## src/rtl/vt52_pkg.sv

```systemverilog
// Shared definitions for the VT52-style terminal character buffer:
// command opcodes, blank fill code and the write engine state encoding.
package vt52_pkg;

  localparam logic [2:0] OP_WRITE      = 3'd0;
  localparam logic [2:0] OP_CLR_SCREEN = 3'd1;
  localparam logic [2:0] OP_CLR_EOL    = 3'd2;
  localparam logic [2:0] OP_CLR_EOS    = 3'd3;
  localparam logic [2:0] OP_SCROLL_UP  = 3'd4;
  localparam logic [2:0] OP_SCROLL_DN  = 3'd5;

  localparam logic [7:0] BLANK_CHAR_DEFAULT = 8'h20;

  typedef enum logic [2:0] {
    ST_IDLE    = 3'd0,
    ST_FILL    = 3'd1,
    ST_COPY_RD = 3'd2,
    ST_COPY_WR = 3'd3,
    ST_DONE    = 3'd4
  } engine_state_t;

endpackage

```

## src/rtl/char_buffer_engine.sv

```systemverilog
// Write-port sequencer for the shared character buffer. Turns one terminal
// command at a time into single-cell accesses on buffer port A. Scrolls copy
// cells physically because the display scans row*COLS+col with no base offset.
//
// state      | meaning
// -----------+-----------------------------------------------------------
// ST_IDLE    | cmd_ready high, waiting for a command
// ST_FILL    | one write per cycle at dst (blank fill or the WRITE char)
// ST_COPY_RD | read issued at src, no write
// ST_COPY_WR | write read data to dst, then step both pointers
// ST_DONE    | no-access command (reserved op or bad coordinate) completes
module char_buffer_engine
  import vt52_pkg::*;
#(
  parameter int         ROWS       = 24,
  parameter int         COLS       = 80,
  parameter int         ROW_BITS   = 5,
  parameter int         COL_BITS   = 7,
  parameter int         ADDR_BITS  = 11,
  parameter logic [7:0] BLANK_CHAR = BLANK_CHAR_DEFAULT
) (
  input  logic                 clk,
  input  logic                 reset,
  input  logic                 cmd_valid,
  output logic                 cmd_ready,
  input  logic [2:0]           cmd_op,
  input  logic [7:0]           cmd_char,
  input  logic [COL_BITS-1:0]  cmd_x,
  input  logic [ROW_BITS-1:0]  cmd_y,
  output logic                 done,
  output logic [ADDR_BITS-1:0] mem_addr,
  output logic                 mem_we,
  output logic [7:0]           mem_wdata,
  input  logic [7:0]           mem_rdata
);

  localparam logic [ADDR_BITS-1:0] COLS_A      = ADDR_BITS'(COLS);
  localparam logic [ADDR_BITS-1:0] COLS_M1_A   = ADDR_BITS'(COLS - 1);
  localparam logic [ADDR_BITS-1:0] LAST_A      = ADDR_BITS'(ROWS * COLS - 1);
  localparam logic [ADDR_BITS-1:0] LAST_ROW_A  = ADDR_BITS'((ROWS - 1) * COLS);
  localparam logic [ADDR_BITS-1:0] UP_CPY_END  = ADDR_BITS'((ROWS - 1) * COLS - 1);
  localparam logic [ADDR_BITS-1:0] DN_SRC_INIT = ADDR_BITS'((ROWS - 1) * COLS - 1);
  localparam logic [ADDR_BITS-1:0] ONE_A       = ADDR_BITS'(1);
  localparam logic [COL_BITS-1:0]  COLS_X      = COL_BITS'(COLS);
  localparam logic [ROW_BITS-1:0]  ROWS_Y      = ROW_BITS'(ROWS);

  engine_state_t        state;
  logic [ADDR_BITS-1:0] dst;
  logic [ADDR_BITS-1:0] src;
  logic [ADDR_BITS-1:0] end_addr;
  logic [7:0]           fill_data;
  logic                 scroll_dn;

  logic [ADDR_BITS-1:0] row_base;
  logic [ADDR_BITS-1:0] cell_addr;
  logic [ADDR_BITS-1:0] eol_end;
  logic                 coord_oob;

  // Cell addresses for the incoming command's coordinates
  always_comb begin
    row_base  = ADDR_BITS'(cmd_y) * COLS_A;
    cell_addr = row_base + ADDR_BITS'(cmd_x);
    eol_end   = row_base + COLS_M1_A;
    coord_oob = (cmd_x >= COLS_X) || (cmd_y >= ROWS_Y);
  end

  // Command sequencer: accept, fill, copy and completion
  always_ff @(posedge clk) begin
    if (reset) begin
      state     <= ST_IDLE;
      dst       <= '0;
      src       <= '0;
      end_addr  <= '0;
      fill_data <= '0;
      scroll_dn <= 1'b0;
    end else begin
      case (state)
        ST_IDLE: begin
          if (cmd_valid) begin
            fill_data <= BLANK_CHAR;
            scroll_dn <= 1'b0;
            case (cmd_op)
              OP_WRITE: begin
                if (coord_oob) begin
                  state <= ST_DONE;
                end else begin
                  state     <= ST_FILL;
                  dst       <= cell_addr;
                  end_addr  <= cell_addr;
                  fill_data <= cmd_char;
                end
              end
              OP_CLR_SCREEN: begin
                state    <= ST_FILL;
                dst      <= '0;
                end_addr <= LAST_A;
              end
              OP_CLR_EOL: begin
                if (coord_oob) begin
                  state <= ST_DONE;
                end else begin
                  state    <= ST_FILL;
                  dst      <= cell_addr;
                  end_addr <= eol_end;
                end
              end
              OP_CLR_EOS: begin
                if (coord_oob) begin
                  state <= ST_DONE;
                end else begin
                  state    <= ST_FILL;
                  dst      <= cell_addr;
                  end_addr <= LAST_A;
                end
              end
              OP_SCROLL_UP: begin
                state    <= ST_COPY_RD;
                dst      <= '0;
                src      <= COLS_A;
                end_addr <= UP_CPY_END;
              end
              OP_SCROLL_DN: begin
                state     <= ST_COPY_RD;
                dst       <= LAST_A;
                src       <= DN_SRC_INIT;
                end_addr  <= COLS_A;
                scroll_dn <= 1'b1;
              end
              default: state <= ST_DONE;
            endcase
          end
        end
        ST_FILL: begin
          if (dst == end_addr) begin
            state <= ST_IDLE;
          end else begin
            dst <= dst + ONE_A;
          end
        end
        ST_COPY_RD: begin
          state <= ST_COPY_WR;
        end
        ST_COPY_WR: begin
          if (dst == end_addr) begin
            // Copy finished; blank the row that was vacated
            state <= ST_FILL;
            if (scroll_dn) begin
              dst      <= '0;
              end_addr <= COLS_M1_A;
            end else begin
              dst      <= LAST_ROW_A;
              end_addr <= LAST_A;
            end
          end else begin
            state <= ST_COPY_RD;
            if (scroll_dn) begin
              dst <= dst - ONE_A;
              src <= src - ONE_A;
            end else begin
              dst <= dst + ONE_A;
              src <= src + ONE_A;
            end
          end
        end
        ST_DONE: begin
          state <= ST_IDLE;
        end
        default: begin
          state <= ST_IDLE;
        end
      endcase
    end
  end

  // Port-A drive decoded from registered state; read data only feeds wdata
  always_comb begin
    cmd_ready = 1'b0;
    done      = 1'b0;
    mem_we    = 1'b0;
    mem_addr  = '0;
    mem_wdata = '0;
    case (state)
      ST_IDLE: begin
        cmd_ready = 1'b1;
      end
      ST_FILL: begin
        mem_we    = 1'b1;
        mem_addr  = dst;
        mem_wdata = fill_data;
        done      = (dst == end_addr);
      end
      ST_COPY_RD: begin
        mem_addr = src;
      end
      ST_COPY_WR: begin
        mem_we    = 1'b1;
        mem_addr  = dst;
        mem_wdata = mem_rdata;
      end
      ST_DONE: begin
        done = 1'b1;
      end
      default: begin
        cmd_ready = 1'b0;
      end
    endcase
  end

endmodule

```

## config.mk

```make
export PLATFORM = sky130hd
export DESIGN_NAME = char_buffer_engine
export DESIGN_NICKNAME = d
export VERILOG_FILES = /design/src/rtl/vt52_pkg.sv /design/src/rtl/char_buffer_engine.sv
export SDC_FILE = /design/constraint.sdc
export NUM_CORES = 1
export LEC_CHECK = 0
export ABC_AREA = 1
export BUFFER_PORTS_ARGS = -buffer_cell sky130_fd_sc_hd__buf_4
export CORE_UTILIZATION = 53
export DETAILED_ROUTE_END_ITERATION = 16
export PLACE_DENSITY = 0.77
export SYNTH_ARGS = -nofsm -noshare
export SYNTH_HDL_FRONTEND = slang
export SYNTH_SLANG_ARGS = --single-unit
```

## constraint.sdc

```tcl
create_clock -name clk -period 2.25 [get_ports clk]
set_input_delay 0.225 -clock clk [delete_from_list [all_inputs] [get_ports clk]]
set_output_delay 0.225 -clock clk [all_outputs]
set_load 0.005 [all_outputs]
```

==> out/results.ini, run 1 <==
[synth]
ys_seq_area_frac = 0.216
syn-cell-area_um2 = 4180
dominantRegCellSynth = dfxtp_1
ys_seq_elements = 45
yosysWarnings = 0
synth.avg_cell_area_um2 = 6.01
async_reset_ff_frac = 0
synth_cells = 695
synth_edf_count = 0
yosys.cell_count.top_type = nand2_1
synthTopCellsByCount = 199 x nand2_1, 76 x inv_1, 63 x nand3_1
synth.top_cells.by_area = dfxtp_1 22%, nand2_1 18%, nand3_1 7.5%, a21oi_1 7.2%, o21ai_0 6.9%
synth_top_area_cell = dfxtp_1
synth_top_area_frac = 0.216
syn_nets = 753
synth_cell_types = 40

[sta]
whs_ns = 0.146
worst_pin_slew_ns = 0.479
maxSlewViolCount = 0
rsz0062_at_grt = false
finalSetupViolCount = 0
hold_viol = 0
max_clock_freq_mhz = 468
fin_crit_sh = 0.949
min_period_ns = 2.14
skew_ns = 0.0152
slew_headroom = 0.679

[power_and_ir_drop]
vdd_drop_max_uv = 338
clockPowerShare = 0.170
power_density_nw_per_um2 = 697
netSwitchingPower_w = 0.00159
p_sw_frac = 0.467
leakagePower_nw = 2.39
power_frac_seq = 0.314
internal_power_w = 0.00181
combPwrFrac = 0.516

[worst_setup_path]
rr_endpoint = src[9]
worstSetupStartpointType = flop
rrSetupSlack_ns = 0.21
reg2reg_depth = 11
crit_type = reg2out
critPathArrivalTime_ns = 1.91
path_max_fanout = 6
worst_setup_path_end_kind = primary output
r2r-start = scroll_dn
required_ns = 2.03

[clock_tree]
cts_htree_levels = 2
cts.hold.buffers_added = 0
cts_buffer_depth = 2
clock-sinks = 45
tritoncts = yes
numCtsBuffers = 5
root_buffer = clkbuf_8
clk_pin_slew_worst_paths_ns = 0.11
clkLatencyLatePin_ns = 0.32

[floorplanning]
die_h_um = 90.8
die_area_um2 = 8240
pin_count = 56
fp-row-count = 32
coreArea_um2 = 7690
die_w_um = 90.8
start_util = 0.543

[placed_design]
place_congestion = 0.915
dp_hpwl_mm = 9.59
portBuffers = 55
dp_cells = 854

[final_layout]
drive_gt1_frac = 0.155
n_fill_cell = 772
syn2layout_area_growth_pct = 16.6
register_area_um2 = 901
nets = 817
post_layout_nonfiller_instances = 862
diodes = 0
multi_input_area_um2 = 2800

[detailed_routing]
firstDrtPassIters = 6
routed_wl_mm = 12.2
wl_per_cell_um = 14.1
drt_iter0_drc = 367
ant_nets = 0
drc = 0
vias = 4758
routed_via_density = 5.52

[grt]
grt_pass1_wl_mm = 20.2
grt_max_degree = 31
grt_pass1_vias = 4384
gr-total-overflow = 0
grt_usage = 0.301
antenna_found_initial = 0

[run]
max_cap_violations = 0

[status]
status = completed

[hold_path]
min_to = fill_data[7]
hold_depth = 3
hold_class = in2reg
hp-start = cmd_char[7]

## kinds of logic after synthesis
| family | count (synthesis) | share of synthesized area |
|---|---|---|
| buffers and inverters | 112 | 0.113 |
| xor gates and xnor gates | 18 | 0.0377 |
| adders and majority gates | 24 | 0.0773 |
| AOI/OAI and AO/OA | 145 | 0.193 |
| DFF | 45 | 0.216 |
| and+or+nand+nor | 351 | 0.363 |
## worst max path at each step
stage | cells past startpoint | slack [ns] | from | endpoint
after floorplan | 10 | 0.07 | cmd_y[1] | end_addr[10]
after global placement | 14 | 0.03 | cmd_y[1] | dst[9]
after detailed placement | 14 | -0.04 | cmd_y[1] | dst[9]
after CTS | 9 | 0.06 | dst[0] | done
after global routing | 11 | 0.04 | scroll_dn | src[9]
final | 9 | 0.11 | dst[0] | done
## power groups by stage
stage | Clock, W | Combinational (W) | Sequential [W]
after floorplan | 0 | 0.00132 | 0.00102
after global placement | 0 | 0.00168 | 0.00108
after detailed placement | 0 | 0.00171 | 0.00108
after CTS | 0.000577 | 0.00173 | 0.00106
after global routing | 0.000624 | 0.00195 | 0.00109
final | 0.000576 | 0.00175 | 0.00107
## cell usage in the layout, fill, tap and decap left out, types with 2 or more instances in the layout
cell type,netlist,layout
dfxtp_1,45,45
ha_1,21,21
xnor2_1,6,6
inv_6,0,2
nand3_1,63,63
nand4_1,9,9
buf_4,1,81
o21a_1,4,4
a31oi_1,2,2
fa_1,3,3
clkbuf_8,0,5
a21oi_1,60,60
xor2_1,12,12
a22o_1,7,7
nand2_1,199,199
o211ai_1,2,2
or2_2,2,2
nor2_2,3,3
nor2_4,3,3
nand2_2,2,2
o22ai_1,4,4
nor2_1,62,62
o21ai_0,58,57
nand3_2,3,3
a211oi_1,2,2
inv_1,76,76
inv_2,11,11
## metal layers
layer	vias to the layer above	track usage	wire length (um)
li1	2394	-	-
met3	26	0.0412	818
met2	201	0.508	5670
met4	0	0.101	262
met5	-	0	0
met1	2137	0.395	5410
## registers in the layout (all words and copies together), names as in the netlist
name       flops
end_addr      11
src           11
dst           11
scroll_dn      1
state          3
fill_data      8
## final cells by class
| type | count | share of cell area |
|---|---|---|
| Clock buffer | 5 | 0.0141 |
| Clock inverter | 3 | 0.00591 |
| Inverter | 88 | 0.0681 |
| Multi-Input combinational cell | 538 | 0.576 |
| Sequential cell | 45 | 0.185 |
| Tap cell | 102 | 0.0262 |
| Timing Repair Buffer | 81 | 0.125 |
## critical path, stage by stage, from the launching register on
cell	delay, ns
dfxtp_1	0.40
inv_2	0.16
nand2_1	0.07
nand2_1	0.07
nand2_1	0.06
nor2_1	0.20
nand3_2	0.14
buf_4	0.19
o21ai_1	0.18
buf_4	0.14
## repair_timing
item	CTS	global route
endpoints found under the setup margin	0	1
gates resized for setup	0	1
setup buffers	0	0
## through the flow
| stage | utilization | instance area (um2) | total power, W | TNS (ns) | worst slack (ns) |
|---|---|---|---|---|---|
| after floorplan | - | 4180 | 0.00233 | 0 | 0.0729 |
| after global routing | 0.633 | 4870 | 0.00366 | 0 | 0.0382 |
| after CTS | 0.633 | 4870 | 0.00337 | 0 | 0.0601 |
| after detailed placement | 0.621 | 4770 | 0.00280 | -0.0545 | -0.0407 |
| final | 0.633 | 4870 | 0.00340 | 0 | 0.115 |
| after global placement | 0.621 | 4770 | 0.00276 | 0 | 0.0311 |
Power figures use the tool's default switching activity.
==> inputs of run 2 (changes only) <==
--- a/config.mk
+++ b/config.mk
@@ -5,11 +5,11 @@
 export SDC_FILE = /design/constraint.sdc
 export NUM_CORES = 1
 export LEC_CHECK = 0
-export ABC_AREA = 1
+export ABC_AREA = 0
 export BUFFER_PORTS_ARGS = -buffer_cell sky130_fd_sc_hd__buf_4
 export CORE_UTILIZATION = 53
 export DETAILED_ROUTE_END_ITERATION = 16
-export PLACE_DENSITY = 0.77
+export PLACE_DENSITY = 0.78
 export SYNTH_ARGS = -nofsm -noshare
 export SYNTH_HDL_FRONTEND = slang
 export SYNTH_SLANG_ARGS = --single-unit
==> run 2 against run 1 <==
Sequential power decreased by 7%. Synthesized area decreased by 6.3%. Cell count decreased by 23%. Register-to-register slack got worse by 0.17 ns. Critical path depth decreased by 2. Combinational power about the same. Wire length decreased by 3.1%. Synthesized cell count decreased by 30%.
==> out/results.ini, run 2 <==
[synth]
syn_nets = 546
synth_cell_types = 81
ys_seq_elements = 45
synth.avg_cell_area_um2 = 8.03
synth_top_area_frac = 0.230
synthTopCellsByCount = 51 x nor2_1, 45 x dfxtp_1, 35 x xnor2_1
yosysWarnings = 0
yosys.cell_count.top_type = nor2_1
synth.top_cells.by_area = dfxtp_1 23%, xnor2_1 7.8%, ha_1 6.7%, nor2_1 4.9%, mux2i_1 3.6%
ys_seq_area_frac = 0.230
async_reset_ff_frac = 0
synth_top_area_cell = dfxtp_1
dominantRegCellSynth = dfxtp_1
synth_edf_count = 0
synth_cells = 488
syn-cell-area_um2 = 3920

[status]
status = completed

[power_and_ir_drop]
leakagePower_nw = 1.96
p_total_w = 0.00330
power_density_nw_per_um2 = 687
vdd_drop_max_uv = 310

[detailed_routing]
routed_wl_mm = 11.8
drc = 0
firstDrtPassIters = 5
routed_via_density = 6.26
wl_per_cell_um = 17.9
ant_nets = 0
drt_iter0_drc = 326
vias = 4133

[final_layout]
diodes = 0
nets = 621
layout_commonest_cell = buf_4
drive_gt1_frac = 0.266
reg_top3 = dst: 11 flops, end_addr: 11 flops, src: 11 flops
syn2layout_area_growth_pct = 22.6
post_layout_nonfiller_instances = 660
n_fill_cell = 593
mostFrequentLayoutCells = 103 x buf_4, 50 x nor2_1, 44 x dfxtp_1

[hold_path]
hold_depth = 3
min_to = fill_data[6]
hp-start = cmd_char[6]
hold_class = in2reg

[clock_tree]
cts_buffer_depth = 2
clk_pin_slew_worst_paths_ns = 0.11
root_buffer = clkbuf_8
tritoncts = yes
numCtsBuffers = 5
cts_htree_levels = 2
clock-sinks = 45
clkLatencyLatePin_ns = 0.32

[worst_setup_path]
rrSetupSlack_ns = 0.04
crit_type = reg2reg
path_max_fanout = 4
r2r-start = dst[1]
required_ns = 2.46
worst_setup_path_end_kind = flop
critPathArrivalTime_ns = 2.42
reg2reg_depth = 7
rr_endpoint = dst[10]
worstSetupStartpointType = flop

[placed_design]
dp_cells = 650
dp_hpwl_mm = 9.06
place_congestion = 0.978
portBuffers = 55

[grt]
grt_usage = 0.315
antenna_found_initial = 0
grt_pass1_vias = 4005
grt_pass1_wl_mm = 19.1
grt_max_degree = 43
gr-total-overflow = 0

[sta]
hold_viol = 0
worst_pin_slew_ns = 0.537
finalSetupViolCount = 0
maxSlewViolCount = 0
rsz0062_at_grt = true
fin_crit_sh = 0.984
max_clock_freq_mhz = 452
skew_ns = 0.0132
fin_setup_tns_ns = 0
whs_ns = 0.135
slew_headroom = 0.640
min_period_ns = 2.21

[floorplanning]
die_h_um = 88.0
pin_count = 56
die_w_um = 88.0
fp-row-count = 30
coreArea_um2 = 6980
die_area_um2 = 7740
start_util = 0.561

[run]
max_cap_violations = 0

[run 2: worst max-delay path, stage by stage, from the launching register on]
cell	delay (ns)
dfxtp_1	0.39
inv_1	0.12
ha_1	0.19
or3b_2	0.54
nor4_2	0.31
xnor2_1	0.16
o21ai_0	0.11
a32o_1	0.28
[run 2: timing repair]
| item | 4_1_cts | 5_1_grt |
|---|---|---|
| setup buffers | 0 | 2 |
| pin swaps | 1 | 1 |
| resized for setup | 1 | 8 |
| hold buffers | 0 | 0 |
| endpoints found under the setup margin | 2 | 6 |
[run 2: per-stage QoR]
| stage | instance area (um2) | utilization | setup WS, ns |
|---|---|---|---|
| floorplan | 3930 | - | -0.0121 |
| global placement | 4650 | 0.666 | -0.165 |
| global route | 4800 | 0.687 | -0.0304 |
| finish | 4800 | 0.687 | 0.0358 |
| detailed placement | 4650 | 0.666 | -0.274 |
| CTS | 4750 | 0.680 | 0.0209 |
[run 2: metal layers]
layer  vias to the layer above  share of wire  track usage
li1                       1933              -            -
met1                      1929           0.40        0.393
met2                       233           0.49        0.546
met3                        38          0.080       0.0490
met4                         0          0.031        0.119
met5                         -              0            0
[run 2: how the worst max path moves through the flow]
stage | slack [ns] | start | endpoint
2_1_floorplan | -0.01 | scroll_dn | src[10]
4_1_cts | 0.02 | scroll_dn | src[10]
6_report | 0.04 | dst[1] | dst[10]
3_5_place_dp | -0.27 | cmd_y[1] | dst[10]
3_3_place_gp | -0.16 | cmd_y[1] | dst[10]
5_1_grt | -0.03 | dst[1] | dst[10]
[run 2: power breakdown]
part           switching [W]  total (W)  internal (W)
clock network       0.000337   0.000572      0.000235
registers          0.0000998   0.000993      0.000894
logic               0.000945    0.00173      0.000788
total                0.00138    0.00330       0.00192
[run 2: area by class of cell]
cell class,count,area [um2],share of cell area
Multi-Input combinational cell,387,2810,0.585
Sequential cell,45,905,0.188
Timing Repair Buffer,104,793,0.165
Tap cell,96,120,0.0250
Inverter,20,75.1,0.0156
Clock buffer,5,68.8,0.0143
Clock inverter,3,28.8,0.00600
[run 2: logic make-up after synthesis]
group           after synthesis  share of synthesized area
mux                          15                     0.0387
compound gates              147                      0.277
fa+ha+maj                    24                     0.0824
simple gates                154                      0.197
flops                        45                      0.230
buf+inv                      56                     0.0661
xor+xnor                     47                      0.109
